--- src/rtl/serial_lu_pkg.sv ---
// serial_lu_pkg
// Shared definitions for the bit-serial logic-unit sequencer:
//   - OP_* : {keyA,keyB} encodings understood by the 1-bit logic unit
//   - state_t : sequencer FSM states
package serial_lu_pkg;

   localparam logic [1:0] OP_NAND = 2'b00;
   localparam logic [1:0] OP_NOR  = 2'b01;
   localparam logic [1:0] OP_AND  = 2'b10;
   localparam logic [1:0] OP_OR   = 2'b11;

   typedef enum logic [1:0] {
      IDLE  = 2'd0,
      SHIFT = 2'd1,
      DONE  = 2'd2
   } state_t;

endpackage

--- src/rtl/serial_shift_reg.sv ---
// serial_shift_reg
// WIDTH-bit right-shifting register with parallel load.
// Ports:
//   clk, rst : rising-edge clock, asynchronous active-high reset (clears q)
//   load     : parallel load of din (has priority over shift)
//   shift    : shift right one place, sin enters at the MSB
//   din      : parallel load data
//   sin      : serial input (MSB side)
//   q        : register contents
//   sout     : serial output (LSB), straight from the register
module serial_shift_reg #(
   parameter int WIDTH = 8
) (
   input  logic             clk,
   input  logic             rst,
   input  logic             load,
   input  logic             shift,
   input  logic [WIDTH-1:0] din,
   input  logic             sin,
   output logic [WIDTH-1:0] q,
   output logic             sout
);

   always_ff @(posedge clk or posedge rst) begin
      if (rst) begin
         q <= '0;
      end else if (load) begin
         q <= din;
      end else if (shift) begin
         q <= {sin, q[WIDTH-1:1]};
      end
   end

   assign sout = q[0];

endmodule

--- src/rtl/serial_lu_ctrl.sv ---
// serial_lu_ctrl
// Bit-serial sequencer around an external combinational 1-bit logic unit.
// Operands are shifted out LSB first on lu_x/lu_y, the LU answer lu_s is
// shifted back into a result register, and done pulses for one cycle when
// result holds the completed word.
// Ports:
//   clk, rst        : rising-edge clock, asynchronous active-high reset
//   start           : request, accepted only when idle
//   a, b, op        : operands and {keyA,keyB} opcode, latched on acceptance
//   lu_x, lu_y      : current operand bit pair to the LU
//   lu_keyA, lu_keyB: LU function select, held from the latched op
//   lu_s            : LU result bit (combinational from lu_*)
//   busy            : operation in progress (SHIFT or DONE)
//   done            : one-cycle pulse, result valid
//   result          : last completed result
//   zero            : result-is-all-zeros flag (only with SERIAL_LU_ZERO_FLAG_EN)
// Optional feature macro: SERIAL_LU_ZERO_FLAG_EN
module serial_lu_ctrl
   import serial_lu_pkg::*;
#(
   parameter int WIDTH = 8
) (
   input  logic             clk,
   input  logic             rst,
   input  logic             start,
   input  logic [WIDTH-1:0] a,
   input  logic [WIDTH-1:0] b,
   input  logic [1:0]       op,
   output logic             lu_x,
   output logic             lu_y,
   output logic             lu_keyA,
   output logic             lu_keyB,
   input  logic             lu_s,
   output logic             busy,
   output logic             done,
   output logic [WIDTH-1:0] result
`ifdef SERIAL_LU_ZERO_FLAG_EN
   ,
   output logic             zero
`endif
);

   localparam int             CNT_W = $clog2(WIDTH);
   localparam logic [CNT_W-1:0] LAST  = CNT_W'(WIDTH - 1);

   state_t           state;
   logic [CNT_W-1:0] cnt;
   logic             load;
   logic             shift_en;
   logic [WIDTH-1:0] a_q_unused;
   logic [WIDTH-1:0] b_q_unused;
   logic [WIDTH-1:0] res_q;
   logic             res_sout_unused;

   assign load     = (state == IDLE) && start;
   assign shift_en = (state == SHIFT);

   // Operand shifters: their LSBs drive the LU directly, so lu_x/lu_y are
   // register outputs and settle to 0 once all bits have been shifted out.
   serial_shift_reg #(.WIDTH(WIDTH)) u_a_sh (
      .clk   (clk),
      .rst   (rst),
      .load  (load),
      .shift (shift_en),
      .din   (a),
      .sin   (1'b0),
      .q     (a_q_unused),
      .sout  (lu_x)
   );

   serial_shift_reg #(.WIDTH(WIDTH)) u_b_sh (
      .clk   (clk),
      .rst   (rst),
      .load  (load),
      .shift (shift_en),
      .din   (b),
      .sin   (1'b0),
      .q     (b_q_unused),
      .sout  (lu_y)
   );

   // LU answers enter at the MSB; after WIDTH shifts bit i sits at index i.
   serial_shift_reg #(.WIDTH(WIDTH)) u_res_sh (
      .clk   (clk),
      .rst   (rst),
      .load  (load),
      .shift (shift_en),
      .din   ('0),
      .sin   (lu_s),
      .q     (res_q),
      .sout  (res_sout_unused)
   );

   always_ff @(posedge clk or posedge rst) begin
      if (rst) begin
         state   <= IDLE;
         cnt     <= '0;
         lu_keyA <= 1'b0;
         lu_keyB <= 1'b0;
         busy    <= 1'b0;
         done    <= 1'b0;
         result  <= '0;
`ifdef SERIAL_LU_ZERO_FLAG_EN
         zero    <= 1'b0;
`endif
      end else begin
         done <= 1'b0;
         case (state)
            IDLE: begin
               if (start) begin
                  lu_keyA <= op[1];
                  lu_keyB <= op[0];
                  cnt     <= '0;
                  busy    <= 1'b1;
                  state   <= SHIFT;
               end
            end
            SHIFT: begin
               // Counter parks at the last index instead of wrapping.
               if (cnt == LAST) begin
                  state <= DONE;
               end else begin
                  cnt <= cnt + 1'b1;
               end
            end
            DONE: begin
               result <= res_q;
`ifdef SERIAL_LU_ZERO_FLAG_EN
               zero   <= (res_q == '0);
`endif
               done   <= 1'b1;
               busy   <= 1'b0;
               state  <= IDLE;
            end
            default: begin
               state <= IDLE;
            end
         endcase
      end
   end

endmodule

--- config.mk ---
export PLATFORM = sky130hd
export DESIGN_NAME = serial_lu_ctrl
export DESIGN_NICKNAME = d
export VERILOG_FILES = /design/src/rtl/serial_lu_pkg.sv /design/src/rtl/serial_shift_reg.sv /design/src/rtl/serial_lu_ctrl.sv
export SDC_FILE = /design/constraint.sdc
export NUM_CORES = 1
export LEC_CHECK = 0
export ABC_AREA = 1
export BUFFER_PORTS_ARGS = -buffer_cell sky130_fd_sc_hd__buf_4
export CAP_MARGIN = 20
export CORE_ASPECT_RATIO = 1.25
export CORE_MARGIN = 10
export CORE_UTILIZATION = 55
export CTS_CLUSTER_DIAMETER = 150
export DETAILED_ROUTE_END_ITERATION = 6
export PLACE_DENSITY_LB_ADDON = 0.2
export SETUP_SLACK_MARGIN = 0.15
export SYNTH_ARGS = -nofsm -noshare
export SYNTH_HDL_FRONTEND = slang
export SYNTH_SLANG_ARGS = --single-unit
--- constraint.sdc ---
create_clock -name clk -period 2.2 [get_ports clk]
set_input_delay 0 -clock clk [delete_from_list [all_inputs] [get_ports clk]]
set_output_delay 0 -clock clk [all_outputs]
set_load 0.1 [all_outputs]
---- After elaboration in Yosys (flattened, before gate mapping) ----
Cells that the tools add are included.
cells by class
  order comparisons ....................... 0
  mux-type cells .......................... 15
  bitwise logic cells ..................... 0
  $add $sub $neg .......................... 1
  eq/ne operators ......................... 6
  reductions and logical operators ........ 9
  $mul .................................... 0
  shift operators ......................... 0
  div/mod/pow operators ................... 0
operator list
  cell                 number
  $mux 8               6
  $mux 3               2
  $pmux 3 s2           1
  $reduce_and 2->1     3
  $reduce_bool 2->1    3
  $mux 2               2
  $ne 2x2->1 const B   2
  $pmux 2 s2           1
  $add 3x1->3 const B  1
  $eq 3x3->1 const B   1
  $reduce_and 3->1     1
  $eq 2x1->1 const B   1
  $eq 2x2->1 const B   1
  $logic_not 2->1      1
  $mux 1               2
  $ne 2x1->1 const B   1
  $pmux 1 s2           1
  $logic_and 1x1->1    1
word-level totals
  bits in latches ......................... 0
  register bits ........................... 41
  bits of input ports ..................... 22
  memory bits (read-only) ................. 0
  memories ................................ 0
  memory bits (writable) .................. 0
  output and inout bits ................... 14
  word-level logic and storage cells ...... 41

---- Longest topological paths before layout ----
  depth in word-level cells ............... 3
  mapped depth ............................ 6
  mapped depth without buffers ............ 6

---- Hierarchy ----
A second synthesis with hierarchy kept.
second synthesis, totals
  cells, all modules ...................... 214
  area total of the unflattened synthesis .. 1,853.0 µm²
by module, submodules not included
  module            cells each  area each (µm²)  sequential area each (µm²)  times used
  serial_shift_reg  46          385.4            200.2                       3
  serial_lu_ctrl    76          696.9            425.4                       1

---- Worst setup path after synthesis ----
No wires, ideal clock.
  path kind ............................... reg-to-reg
  from .................................... reg cnt[0]
  to ...................................... reg cnt[0]
  library setup time ...................... 118 ps
  data required time ...................... 2,082 ps
  data arrival time ....................... 1,089 ps
  path slack .............................. 993 ps
  cell stages (with the launch flop) ...... 7
  path buffers ............................ 0
  period minus slack after synthesis ...... 1,207 ps
  cells stage by stage .................... dfrtp_1 ha_1 ha_1 inv_1 nand3_1 nand3_1 nand2_1
on the way
  word-level cells in the longest chain between the ends .. 3
  elaborated cells between the ends (all ways) .. 6
  classes of those cells .................. add/sub: 1; eq/ne: 2; mux: 2; reduce/logical: 1
RTL lines
  element                                         line                                          RTL
  start: declaration                              serial_lu_ctrl.sv:47                          logic [CNT_W-1:0] cnt;
  start signal: assignment                        serial_lu_ctrl.sv:123                         cnt <= cnt + 1'b1;
  $add 3x1->3 or $eq 3x3->1 (tied branches)       serial_lu_ctrl.sv:123, serial_lu_ctrl.sv:120
  $mux 3 or $ne 2x2->1 (tied branches)            -
  $pmux 3 s2 or $reduce_and 3->1 (tied branches)  -
Parallel ways exist; a longest one is shown, timed or not. The select of a mux whose other input is x is not followed.
A chain may end at the register's enable or synchronous reset.

---- Final worst setup path ----
  from .................................... reg state[0]
  to ...................................... reg u_a_sh.q[4]
on the way
  word-level cells in the longest chain between the ends .. 3
  elaborated cells between the ends (all ways) .. 5
  classes of those cells .................. eq/ne: 1; mux: 1; reduce/logical: 3
RTL lines
  element                                      line                    RTL
  start: declaration                           serial_lu_ctrl.sv:46    state_t state;
  start signal: assignment                     serial_lu_ctrl.sv:96    state <= IDLE;
  start signal: assignment                     serial_lu_ctrl.sv:115   state <= SHIFT;
  start signal: assignment                     serial_lu_ctrl.sv:121   state <= DONE;
  $logic_not 2->1                              serial_lu_ctrl.sv:55    assign load = (state == IDLE) && start;
  $logic_and 1x1->1                            serial_lu_ctrl.sv:55
  $mux 8 or $reduce_bool 2->1 (tied branches)  -
  end signal: assignment                       serial_shift_reg.sv:28  q <= din;
  end signal: assignment                       serial_shift_reg.sv:30  q <= {sin, q[WIDTH-1:1]};
  end: declaration                             serial_shift_reg.sv:20  output logic [WIDTH-1:0] q,
Parallel ways exist; a longest one is shown, timed or not.

==> results.md <==
- Status: complete, no violations
- Fin util: 0.759
- Largest buffer count on any clock path: 2
- Root Driver: clkbuf_4
- Top-area cell type share of the netlist area: 0.593
- Seq cells post-synth: 41
- CTS H-tree lvls: 2
- CP max FO: 15
- Worst-Skew Late Latency: about 360 ps
- Register area share after synthesis: 0.593
- YS warnings: 0
- Reg area: roughly 0.0010 mm^2
- Pwr dens: 1520 mW/mm^2
- Startpoint types: flip-flop
- Setup slack at placement: 677 ps
- Vias/cell: 5.39
- Sw frac: 0.530
- Number of diodes: 0
- Critical Path RT: 2510 ps
- Layout area overhead: 30.5%
- Post-synth net total: around 220
- Final TNS setup: 0 ps
- Layout Nets: 272
- Detailed Place HPWL: 2640 um
- Multiplexer share of the synthesized area: 0
- Hold Path Class: in -> reg
- Port Buf Inserts: 35
- Final Power: 3.43 mW
- Synth top area cells: dfrtp_1 59%, nand3_1 16%, nand2_1 15%
- Synth Area in Simple Gates: 0.341
- Area taken by multi-input logic gates: between 600 and 700 um^2
- Post-route DRC: 0
- Worst ir drop on vdd: 0.00165 V
- Final hold viol count: 0
- Fin crit share: 0.755
- FILL cells: 240
- Fraction of layout cells with a size suffix above 1: 0.201
- Reg clk slew, reported paths: 120 ps
- Largest net degree at the start of global routing: 42
- Synth Area in Adders: 0.0145
- Gr usage total: 0.142
- Compound-gate portion of the synthesized area: 0.00579
- Die Area: slightly below 0.006 mm^2
- I/O Pins: 36
- First-pass GRT wire length: 6640 um
- Sw Pwr: 1.82 mW
- Detailed-route wire length: 4070 um
- Yosys top cell by area: dfrtp_1
- Combinational cell fraction of total power: 0.522
- Post-Synthesis Cells: 194
- # setup viols final: 0
- Final Critical Period: 1660 ps
- Initial drt markers: 169
- DR vias: around 1500
- Post-route setup slack: 539 ps
- RSZ-0062 raised after global routing: false
- XOR/XNOR share of the synthesized area: 0
- Main combinational cell family by area after synthesis: simple AND/OR/NAND/NOR gates
- Core ar.: around 0.0030 mm^2
- Overall die height: just over 80 um
- Number of global-route vias before repair: between 1000 and 1500
- Avg WL per Cell: 14.3 um
- Max-Cap Viols: 0
- Final Wtd Congestion: 0.746
- CTS buffer count: 5
- TritonCTS clock tree: done
- Pint: 1.61 mW
- Placed cells: 256
- Rows: 22
- Slew Limit Fails: 0
- Max-slew headroom: 0.668
- Postcts setup bufs: 0
- Mean area per synthesized cell: 8.91 um^2
- Clock share of power: 0.106
- Fmax: 0.602 GHz
- Final Skew: 10.3 ps
- Final ANT Viol Nets: 0
- Count of non-filler cells in the finished layout: 285
- Netlist Area Pre-Place: 0.00173 mm^2
- Sequential group share of total power: 0.372
- Worst Setup Path Type: reg -> reg
- Leakage power: approximately 1.2 nW
- Grt total ovfl: 0
- Post-synth cell types: 14
- Initial core utilization: 0.582
- CP endpoint kind: flip-flop
- Drt pass-1 iters: 4
- Worst-Margin Slew: 497 ps
- Initial antenna violation count: 0
- Die X: approximately 70 um
- CTS Sinks: 41
- Worst EP arrival: 1970 ps
-- through the flow --
stage	hold slack [ps]	instance area [um^2]
final	21.6	2260
after global placement	153	2000
after global routing	19.0	2260
after floorplan	110	1730
after detailed placement	162	2000
after CTS	9.30	2260
-- Yosys cell counts (all sizes together) --
| library cell | number |
|---|---|
| nand2 | 69 |
| nand3 | 56 |
| dfrtp | 41 |
| buf | 9 |
| inv | 8 |
| nand4 | 3 |
| nor2 | 3 |
| ha | 2 |
| o21ai | 2 |
| clkbuf | 1 |
-- layout make-up --
cell class / instances / area share
Clock buffer: 6 / 0.0183
Clock inverter: 2 / 0.00443
Sequential cell: 41 / 0.455
Tap cell: 36 / 0.0200
Timing Repair Buffer: 57 / 0.213
Inverter: 8 / 0.0133
Multi-Input combinational cell: 135 / 0.277
-- cells by family after synthesis --
family | Yosys count
simple gates | 131
flops | 41
buf+inv | 18
compound gates | 2
fa+ha+maj | 2
-- critical path: stages (launching register included) --
cell and delay [ps]:
dfrtp_1 520, nor2_4 340, nand3_1 100, dlygate4sd3_1 570
nand3_1 80
-- power groups by stage --
stage	Combinational, mW	Sequential (mW)	Clock [mW]
after floorplan	0.622	2.05	0
after global placement	1.73	1.27	0
after detailed placement	1.77	1.29	0
after CTS	1.80	1.27	0.368
after global routing	1.92	1.31	0.403
final	1.79	1.28	0.364
-- timing repair --
action | in CTS | in global routing
endpoints found under the hold margin | 60 | 0
hold buffers | 21 | 0
resized for setup | 0 | 0
-- routing by layer --
layer  global-route usage  up-vias  wire length [um]
li1                     -      742                 -
met1                0.145      739              1550
met2                0.256       45              2130
met3               0.0573        9               310
met4               0.0593        0                76
met5                    0        -                 0
-- path summary, 6_finish.rpt --
path	endpoint	cells past startpoint	slack (ps)	from
setup / recovery	u_a_sh.q[4]	4	540	state[0]
hold / removal	u_b_sh.q[4]	3	20	start
setup reg to reg	u_a_sh.q[4]	4	540	state[0]
hold reg to reg	result[4]	2	480	result[4]
max in group asynchronous	result[3]	4	1540	rst
min in group asynchronous	state[0]	4	310	rst
-- state kept, by name, summed over array words and instances, names as in the netlist --
signal and cells:
busy 1, cnt 3, done 1, lu_keyA 1, lu_keyB 1, result 8
state 2, u_a_sh.q 8, u_b_sh.q 8, u_res_sh.q 8
-- layout by cell type (no fill, tap or decap) --
master / Yosys / final
buf_4: 0 / 36
clkbuf_1: 1 / 1
clkbuf_4: 0 / 5
clkinv_2: 0 / 2
dfrtp_1: 41 / 41
dlygate4sd3_1: 0 / 21
ha_1: 2 / 2
inv_1: 5 / 5
inv_2: 3 / 3
nand2_1: 67 / 67
nand2_2: 2 / 2
nand3_1: 56 / 56
nand4_1: 3 / 3
nor2_1: 1 / 1
nor2_4: 2 / 2
o21ai_0: 1 / 1
o21ai_1: 1 / 1
Note: power is estimated with default switching activity, not from simulation.
